==> config.mk <==
export PLATFORM = sky130hd
export DESIGN_NAME = alu_seq
export DESIGN_NICKNAME = d
export VERILOG_FILES = /design/src/rtl/alu_seq.sv
export SDC_FILE = /design/constraint.sdc
export NUM_CORES = 1
export LEC_CHECK = 0
export CORE_UTILIZATION = 61
export DETAILED_ROUTE_END_ITERATION = 10
export PLACE_DENSITY = 0.86
export SETUP_SLACK_MARGIN = 0.02
export SYNTH_ARGS = -nofsm -noshare
export SYNTH_HDL_FRONTEND = slang
export SYNTH_SLANG_ARGS = --single-unit
==> constraint.sdc <==
create_clock -name clk -period 7.11 [get_ports clk]
set_input_delay 1.0665 -clock clk [delete_from_list [all_inputs] [get_ports clk]]
set_output_delay 1.0665 -clock clk [all_outputs]
set_load 0.05 [all_outputs]
==> src/rtl/alu_seq.sv <==
// Sequential ALU: single-cycle logic/arith ops, bit-serial shifts.
// Ports: clk, rst, ALUA/ALUB/ALUFlagIn/ALUControl + in_valid/in_ready in; ALUResult/flags + out_valid/out_ready out.
module alu_seq #(
  parameter int N = 4
) (
  input  logic         clk,
  input  logic         rst,
  input  logic [N-1:0] ALUA,
  input  logic [N-1:0] ALUB,
  input  logic         ALUFlagIn,
  input  logic [3:0]   ALUControl,
  input  logic         in_valid,
  output logic         in_ready,
  output logic [N-1:0] ALUResult,
  output logic         ALUFlagC,
  output logic         ALUFlagZ,
  output logic         out_valid,
  input  logic         out_ready
);

  typedef enum logic [1:0] {
    IDLE,
    SHIFT,
    DONE
  } state_t;

  localparam logic [N-1:0] N_V = N'(N);
  localparam logic [N-1:0] ONE = N'(1);

  state_t       state;
  logic [N-1:0] work;
  logic [N-1:0] k;
  logic         left;
  logic         fill;
  logic         sat;
  logic         sat_c;

  logic [N-1:0] x;
  logic [N:0]   sum;
  logic [N-1:0] r;
  logic         c;
  logic         is_shift;
  logic [N-1:0] k_in;
  logic [N-1:0] nw;
  logic         nc;

  assign in_ready = (state == IDLE) && !rst;
  assign is_shift = (ALUControl == 4'd8) || (ALUControl == 4'd9);
  assign k_in     = (ALUB >= N_V) ? N_V : ALUB;

  // Single-cycle ops, evaluated on the live inputs at acceptance.
  always_comb begin
    x   = ALUFlagIn ? ALUB : ALUA;
    sum = '0;
    r   = '0;
    c   = 1'b0;
    case (ALUControl)
      4'd0: r = ALUA & ALUB;
      4'd1: r = ALUA | ALUB;
      4'd2: begin
        sum = {1'b0, ALUA} + {1'b0, ALUB}
            + {{N{1'b0}}, ALUFlagIn};
        {c, r} = sum;
      end
      4'd3: begin
        r = x + ONE;
        c = &x;
      end
      4'd4: begin
        r = x - ONE;
        c = ~|x;
      end
      4'd5: r = ~x;
      4'd6: begin
        sum = {1'b0, ALUA} + {1'b0, ~ALUB}
            + {{N{1'b0}}, ALUFlagIn};
        {c, r} = sum;
      end
      4'd7: r = ALUA ^ ALUB;
      default: begin
        r = '0;
        c = 1'b0;
      end
    endcase
  end

  // One-bit shift step of the working register.
  always_comb begin
    if (left) begin
      nw = {work[N-2:0], fill};
      nc = work[N-1];
    end else begin
      nw = {fill, work[N-1:1]};
      nc = work[0];
    end
  end

  always_ff @(posedge clk) begin
    if (rst) begin
      state     <= IDLE;
      ALUResult <= '0;
      ALUFlagC  <= 1'b0;
      ALUFlagZ  <= 1'b0;
      out_valid <= 1'b0;
      work      <= '0;
      k         <= '0;
      left      <= 1'b0;
      fill      <= 1'b0;
      sat       <= 1'b0;
      sat_c     <= 1'b0;
    end else begin
      unique case (state)
        IDLE: begin
          if (in_valid) begin
            if (is_shift && k_in != '0) begin
              work  <= ALUA;
              k     <= k_in;
              left  <= (ALUControl == 4'd8);
              fill  <= ALUFlagIn;
              sat   <= (ALUB >= N_V);
              // Saturated shifts report the edge bit of A.
              sat_c <= (ALUControl == 4'd8) ?
                       ALUA[N-1] : ALUA[0];
              state <= SHIFT;
            end else if (is_shift) begin
              ALUResult <= ALUA;
              ALUFlagC  <= 1'b0;
              ALUFlagZ  <= ~|ALUA;
              out_valid <= 1'b1;
              state     <= DONE;
            end else begin
              ALUResult <= r;
              ALUFlagC  <= c;
              ALUFlagZ  <= ~|r;
              out_valid <= 1'b1;
              state     <= DONE;
            end
          end
        end
        SHIFT: begin
          work <= nw;
          k    <= k - ONE;
          if (k == ONE) begin
            ALUResult <= nw;
            ALUFlagC  <= sat ? sat_c : nc;
            ALUFlagZ  <= ~|nw;
            out_valid <= 1'b1;
            state     <= DONE;
          end
        end
        DONE: begin
          if (out_ready) begin
            out_valid <= 1'b0;
            state     <= IDLE;
          end
        end
        default: state <= IDLE;
      endcase
    end
  end

endmodule

# Word level (Yosys, flattened, before mapping)
# Cells that the tools add are included.
# classes
add_sub_neg	7
magnitude_cmp	1
eq_ne	17
muxes	39
n_bitwise	5
n_reduce_logical	23
# op_table
op	count
two-way mux 4 bit	11
one-hot mux 4 bit (8 select lines)	1
one-hot mux 4 bit (2 select lines)	3
equality test 4 x 3 -> 1 bit, second input constant	4
OR reduction 4 bit	4
two-way mux 1 bit	15
adder 4 x 4 -> 5 bit	2
adder 5 x 1 -> 5 bit	2
AND reduction 3 bit	3
equality test 4 x 1 -> 1 bit, second input constant	2
equality test 4 x 2 -> 1 bit, second input constant	2
equality test 4 bit, second input constant	2
two-way mux 2 bit	4
!= test 2 bit, second input constant	4
inverter 4 bit	2
AND reduction 4 bit	2
subtractor 4 x 1 -> 4 bit, second input constant	2
one-hot mux 2 bit (3 select lines)	1
zero test 1 bit	5
AND reduction 5 bit	1
adder 4 x 1 -> 4 bit, second input constant	1
AND 4 bit	1
>= comparator 4 x 3 -> 1 bit, second input constant	1
zero test 4 bit	1
other kinds (14)	16
# totals
ff_bits	21
input_bits	17
out_inout_bits	8

# Depth between registers and ports, before layout
# Gate-level depths: netlist of the first run.
# depth
word_depth	10
mapped_depth	11

# Worst setup path before layout of the first run
# Ideal clock, no wire load.
# synth_timing
path_kind	input-to-output
startpoint	input rst
endpoint	output in_ready
t_arrival_ns	2.329
required_time_ns	6.043
setup_slack_ns	3.715
path_stages	2
n_path_buf	1
cell_sequence	buf_1 > nor3_1
# synth_between
elab_chain_cells	2
# synth_lines
item	line_no	text
start, declared	7	input logic rst,
zero test 1 bit	47	assign in_ready = (state == IDLE) && !rst;
logical AND 1 bit	47	
end, declared	13	output logic in_ready,
# Every way passes these cells.

# Worst setup path after layout of the first run
# Same ends and word-level chain as after synthesis.

==> metrics, run 1 <==
CTS tree=done; minimum clock period=approximately 4100 ps; number of synthesized flops with an enable pin=0; pin count of the biggest net entering global routing=23; Avg Vias per Cell=roughly 6.0; sequential area share after synthesis=roughly 20%; core box area=roughly 3100 sq um; synthesized area=around 2100 sq um; CTS sink count=21; setup tns final=0 ps; max cap viols=0; Max VDD drop=0.126 mV; die area=3630 sq um; Worst-Skew Late Latency=about 320 ps; Synth Area in Compound Gates=around 25%; share of flip-flops with an asynchronous set or reset=0%; Initial Util=about two thirds; TritonCTS buffer count=3; status=finished, final reports clean; pre-CTS setup slack=just under 3000 ps; Startpoint Class=input pin; vias in the first global route=between 1.5k and 2k; Hold Buf Count CTS=0; main flop type after synthesis=dfxtp_1; Nets=between 300 and 400; Final setup viols=0; Worst Setup End Kind=primary output; std cell rows=20; WP data required=6040 ps; Root Driver=clkbuf_4; CTS H-Tree Depth=1; RSZ-0062 raised after global routing=false; Setup Skew=11.8 ps; Area Overhead vs Synth=11.5%; clock transition at the registers of the reported paths=about 100 ps; All-Layer GR Usage=28.7%; DR WL/cell=around 15 microns; PD cells=~140 nW/um^2; Slew @ Worst Pin=between 800 and 900 ps; post-synthesis cell type count=59; Gate Count Post-Synth=268; antenna cells=0; dpl hpwl=3.71 mm; Pleak=approximately 0.00092 uW; global route overflow=0; port bufs=24; Worst Hold Class=register to register; CP startpoint=rst; CTS Buffer Depth=2; share of layout cells above drive strength 1=under 10%; Peak Freq=244 MHz; switching power total=around 120 uW; GPL Wtd Cong=between 0.9 and 1; Worst Min Path Start=ALUFlagC$_SDFFE_PP0P_; drt first-iter violations=around 170; ratio of final minimum period to clock period=~58%; FF+latch count, synth=21; internal power=197 uW; Final Hold Viols=0; Slew Viols, Final=0; arrival time worst endpoint=just over 3000 ps; Die H=roughly 60 microns; Syn. warnings=0; Max Fanout on Critical Path=22; Gate power share=about two fifths; Remaining DRCs=0; XOR/XNOR share of the synthesized area=2.54%; Via Count=1950; mux cell area share after synthesis=around 8.1%; post_cts resized=0; Worst R2R Start=k[0]$_SDFFE_PP0P_; Final WS setup=between 3000 and 4000 ps; Sw Share=36.9%; global-route wire length before repair=roughly 7.9 mm; drt total wl=roughly 4.8 mm; DRT antenna net count=0; largest family of logic cells by synthesized area=compound AO/OA/AOI/OAI gates; setup bufs post-CTS=0; io pins=25; Crit Path Class=input pin to primary output; chip width=approximately 60 microns; post-synthesis simple-gate area fraction=between 20 and 25%; Flop pwr share=a little over two fifths; fill count=270; Pre-antenna DRT Iters=4; antenna violations before repair=0; Adder-Cell Fraction of Synth Area=roughly an eighth; clock network power share=18.7%; syn_area_per_cell=a little under 8 sq um; Mapped Nets=between 300 and 400; relative slew slack=between 40% and 50%
## synth_stat cells, types with 2 or more instances
cell	number	share of area (%)
nand2_1	21	3.8
nor2_1	29	5.3
nor3_1	11	2.7
a221o_1	2	0.97
xor2_1	2	0.85
o211ai_1	4	1.5
a31oi_1	2	0.60
o21bai_1	2	0.73
nor2b_1	8	2.4
clkbuf_1	9	1.6
a311oi_1	3	1.3
a211o_1	3	1.3
mux2i_1	12	5.8
nand2b_1	3	0.91
a21oi_1	20	4.8
fa_1	5	4.8
inv_1	24	4.4
buf_2	3	0.73
ha_1	14	8.5
nand3_1	4	0.97
o21a_1	2	0.73
dfxtp_1	21	20
o21ai_0	10	2.4
mux2_2	3	1.6
nor3b_1	3	1.1
a21o_1	3	1.1
and3_1	2	0.60
buf_1	2	0.36
xnor2_1	4	1.7
a211oi_1	5	1.8
o31ai_1	3	1.1
nor4_1	2	0.60
## worst paths after layout
check	endpoint	slack, ps	depth (start not counted)
max	in_ready	3010	3
min	ALUFlagC$_SDFFE_PP0P_	470	2
max reg2reg	ALUFlagZ$_SDFFE_PP0P_	5070	6
min reg2reg	ALUFlagC$_SDFFE_PP0P_	470	2
## worst max-delay path, stage by stage
cell and delay [ps]:
clkdlybuf4s50_1 830, nor3_1 290, clkdlybuf4s50_1 840
## sequential cells by signal, summed over array words and instances, names as in the netlist
signal and cells:
k 4, ALUResult 4, fill 1, state 2, work 4, sat 1
ALUFlagZ 1, out_valid 1, sat_c 1, ALUFlagC 1, left 1
## stage by stage
step           utilization (%)  total power (uW)  area, sq um  instances  hold slack [ps]
3_3_place_gp              72.9               253         2280        320              456
3_5_place_dp              72.9               255         2280        320              456
6_report                  73.7               312         2310        324              469
4_1_cts                   73.7               312         2310        324              475
2_1_floorplan                -               219         2070        268              455
5_1_grt                   73.7               330         2310        324              499
## cells by family after synthesis
| family | Yosys count |
|---|---|
| and+or+nand+nor | 93 |
| buffers and inverters | 40 |
| DFF | 21 |
| muxes | 16 |
| AOI/OAI and AO/OA | 73 |
| adders and majority gates | 19 |
| xor gates and xnor gates | 6 |
## per-layer routing
layer / track usage [%] / wire (microns)
met1: 42.7 / 2310
met3: 4.33 / 386
met2: 42.7 / 2070
met5: 0 / 0
met4: 7.31 / 57
## layout by cell type, fill, tap and decap left out, types with 2 or more instances in the layout
master	synthesis	final
o31ai_1	3	3
a211o_1	3	3
a311oi_1	3	3
nor2_1	29	29
clkbuf_4	0	3
nor3b_1	3	3
mux2i_1	12	12
a21oi_1	20	20
fa_1	5	5
a221o_1	2	2
nand2b_1	3	3
o21ai_0	10	10
clkdlybuf4s50_1	0	24
dfxtp_1	21	21
and3_1	2	2
ha_1	14	14
nor4_1	2	2
nand2_1	21	21
o211ai_1	4	4
o21bai_1	2	2
nor3_1	11	11
a21o_1	3	3
xnor2_1	4	4
inv_1	24	24
mux2_2	3	3
o21a_1	2	2
nand3_1	4	4
a211oi_1	5	5
nor2b_1	8	8
xor2_1	2	2
a31oi_1	2	2
## power groups by stage
stage / Clock (uW) / Combinational (uW) / Sequential [uW]
floorplan: 0 / 75.5 / 143
global placement: 0 / 120 / 133
detailed placement: 0 / 122 / 133
CTS: 59.9 / 122 / 130
global route: 64.9 / 134 / 131
finish: 58.4 / 123 / 130
## area by class of cell
cell class / instances / area (sq um) / share of cell area [%]
inverter: 24 / 90.1 / 3.91
sequential: 21 / 420 / 18.2
tap: 44 / 55.1 / 2.39
timing repair buffer: 24 / 240 / 10.4
multi-input combinational: 207 / 1470 / 63.9
clock buffer: 4 / 26.3 / 1.14
(Power assumes the default switching activity.)
==> inputs of run 2 (changes only) <==
--- a/config.mk
+++ b/config.mk
@@ -5,9 +5,9 @@
 export SDC_FILE = /design/constraint.sdc
 export NUM_CORES = 1
 export LEC_CHECK = 0
-export CORE_UTILIZATION = 61
+export CORE_UTILIZATION = 51
 export DETAILED_ROUTE_END_ITERATION = 10
-export PLACE_DENSITY = 0.86
+export PLACE_DENSITY = 0.77
 export SETUP_SLACK_MARGIN = 0.02
 export SYNTH_ARGS = -nofsm -noshare
 export SYNTH_HDL_FRONTEND = slang
==> constraint.sdc (replaced) <==
create_clock -name clk -period 3.4 [get_ports clk]
set_input_delay 0.51 -clock clk [delete_from_list [all_inputs] [get_ports clk]]
set_output_delay 0.51 -clock clk [all_outputs]
set_load 0.05 [all_outputs]
==> metrics, run 2 (synthesis results as in run 1) <==
Peak Freq=between 300 and 400 MHz; drt first-iter violations=~170; Sw Share=a little over a third; global-route wire length before repair=approximately 8.4 mm; global route overflow=0; hold depth=2; Register Area=420 sq um; Critical Path Most Common Cell=fa_1; Slew @ Worst Pin=around 760 ps; io pins=25; Hold Path Sink=ALUResult[0]$_SDFFE_PP0P_; Pre-antenna DRT Iters=4; Final WS setup=338 ps; CP max-delay cell=clkdlybuf4s50_1; total power=slightly above 700 uW; Nets=329; CTS H-Tree Depth=1; RSZ-0062 raised after global routing=false; Final setup viols=0; WP data required=around 3600 ps; chip width=around 66 microns; most frequent cells in the layout=29 x nor2_1, 24 x inv_1, 24 x clkdlybuf4s50_1, 21 x dfxtp_1, 21 x nand2_1; Worst R2R Start=state[0]$_SDFFE_PP0P_; Startpoint Class=input pin; internal power=roughly 460 uW; multi-input logic area=about 1500 sq um; DRT antenna net count=0; clock transition at the registers of the reported paths=roughly 80 ps; setup tns final=0 ps; Max VDD drop=approximately 0.16 mV; CTS tree=done; dpl hpwl=approximately 3.9 mm; reg2reg end=ALUFlagZ$_SDFFE_PP0P_; Max Fanout on Critical Path=3; Slew Viols, Final=0; Final Hold Viols=0; worst-case reg-to-reg path depth=5; DR WL/cell=between 15 and 20 microns; leading cell type in the layout, fill and taps excluded=nor2_1; switching power total=between 200 and 300 uW; Worst Setup End Kind=register; Crit Path Class=input pin to register; Via Count=around 2.0k; die area=approximately 4300 sq um; relative slew slack=approximately half; std cell rows=22; core box area=3770 sq um; Remaining DRCs=0; minimum clock period=a little over 3000 ps; CTS sink count=21; placed cell areas=~2400 sq um; fill count=roughly 340; TritonCTS buffer count=3; Worst Hold Class=register to register; clock network power share=a little under a quarter; max cap viols=0; Avg Vias per Cell=around 6; antenna violations before repair=0; Setup Skew=3.76 ps; status=finished, final reports clean; All-Layer GR Usage=about a quarter; CTS Buffer Depth=2; Area Overhead vs Synth=17.0%; crit-path cells=clkdlybuf4s50_1 > inv_1 > fa_1 > fa_1 > xor2_1 > a32o_1 > a21oi_1 > o221ai_1 > nand4b_1 > o31ai_1; Pleak=between 0.0009 and 0.001 uW; Largest regs=ALUResult: 4 flops, k: 4 flops, work: 4 flops; Non-Filler Instances=340; Placed Cells=around 340; GPL Wtd Cong=roughly 0.94; arrival time worst endpoint=3240 ps; Hold Buf Count CTS=0; Gate power share=roughly two fifths; post_cts resized=0; antenna cells=0; setup bufs post-CTS=0; Worst-Skew Late Latency=approximately 260 ps; ratio of final minimum period to clock period=between 90% and 100%; vias in the first global route=roughly 1.8k; port bufs=24; share of layout cells above drive strength 1=a little under 9%; delay of the slowest cell on the worst path=490 ps; pre-CTS setup slack=approximately 66 ps; Initial Util=between 50% and 60%; Root Driver=clkbuf_8; final instance area=between 2000 and 2500 sq um; drt total wl=5.10 mm; reg2reg setup slack=about 1400 ps; pin count of the biggest net entering global routing=22; Flop pwr share=about two fifths; PD cells=just under 300 nW/um^2; Die H=roughly 66 microns; Worst Min Path Start=ALUResult[0]$_SDFFE_PP0P_
## run 2: changes by cell type in the layout (fill, tap and decap cells not counted)
| cell | previous run | this run |
|---|---|---|
| clkbuf_4 | 3 | 0 |
| buf_4 | 0 | 12 |
| clkbuf_8 | 0 | 3 |
## run 2: worst max path at each step
stage / from / end / slack, ps / depth (start not counted)
final: ALUA[0] / ALUFlagZ$_SDFFE_PP0P_ / 340 / 10
after detailed placement: ALUA[0] / ALUFlagZ$_SDFFE_PP0P_ / 70 / 10
after CTS: ALUA[0] / ALUFlagZ$_SDFFE_PP0P_ / 340 / 10
after global routing: ALUA[0] / ALUFlagZ$_SDFFE_PP0P_ / 170 / 10
after floorplan: ALUFlagIn / ALUResult[2]$_SDFFE_PP0P_ / 690 / 10
after global placement: ALUA[0] / ALUResult[2]$_SDFFE_PP0P_ / 130 / 10
## run 2: power groups by stage
stage                     Sequential (uW)  Combinational [uW]  Clock (uW)
after floorplan                       300                 158           0
after global placement                277                 266           0
after detailed placement              278                 268           0
after CTS                             272                 270         167
after global routing                  274                 297         180
final                                 272                 272         165
## run 2: metrics by stage
| step | utilization [%] | hold WS [ps] |
|---|---|---|
| after CTS | 64.2 | 476 |
| after detailed placement | 63.0 | 456 |
| after floorplan | - | 455 |
| final | 64.2 | 473 |
| after global placement | 63.0 | 457 |
| after global routing | 64.2 | 502 |
## run 2: area by class of cell
type                       instances  area share (%)
timing repair buffer              36            13.7
inverter                          24            3.72
clock buffer                       4            1.86
sequential                        21            17.4
multi-input combinational        207            60.9
tap                               48            2.48
## run 2: critical path: cells and delay by family
family | cells | cell delay [ps]
AOI/OAI and AO/OA | 4 | 830
adders and majority gates | 2 | 900
and+or+nand+nor | 1 | 210
xor gates and xnor gates | 1 | 180
buffers and inverters | 2 | 600
## run 2: metal layers
layer | part of all wire [%] | vias to the layer above | wire length (microns) | global-route usage (%)
met3 | 7.4 | 2 | 375 | 5.21
met5 | 0 | - | 0 | 0
met2 | 43 | 79 | 2200 | 37.4
met1 | 49 | 918 | 2520 | 38.1
li1 | - | 1002 | - | -
met4 | 0.18 | 0 | 9 | 3.53
==> inputs of run 3 (changes only) <==
--- a/config.mk
+++ b/config.mk
@@ -6,6 +6,7 @@
 export NUM_CORES = 1
 export LEC_CHECK = 0
 export CORE_UTILIZATION = 51
+export CTS_CLUSTER_DIAMETER = 150
 export DETAILED_ROUTE_END_ITERATION = 10
 export PLACE_DENSITY = 0.77
 export SETUP_SLACK_MARGIN = 0.02
==> results of run 3 <==
The final DEF is identical to that of run 2; final timing and power are the same.
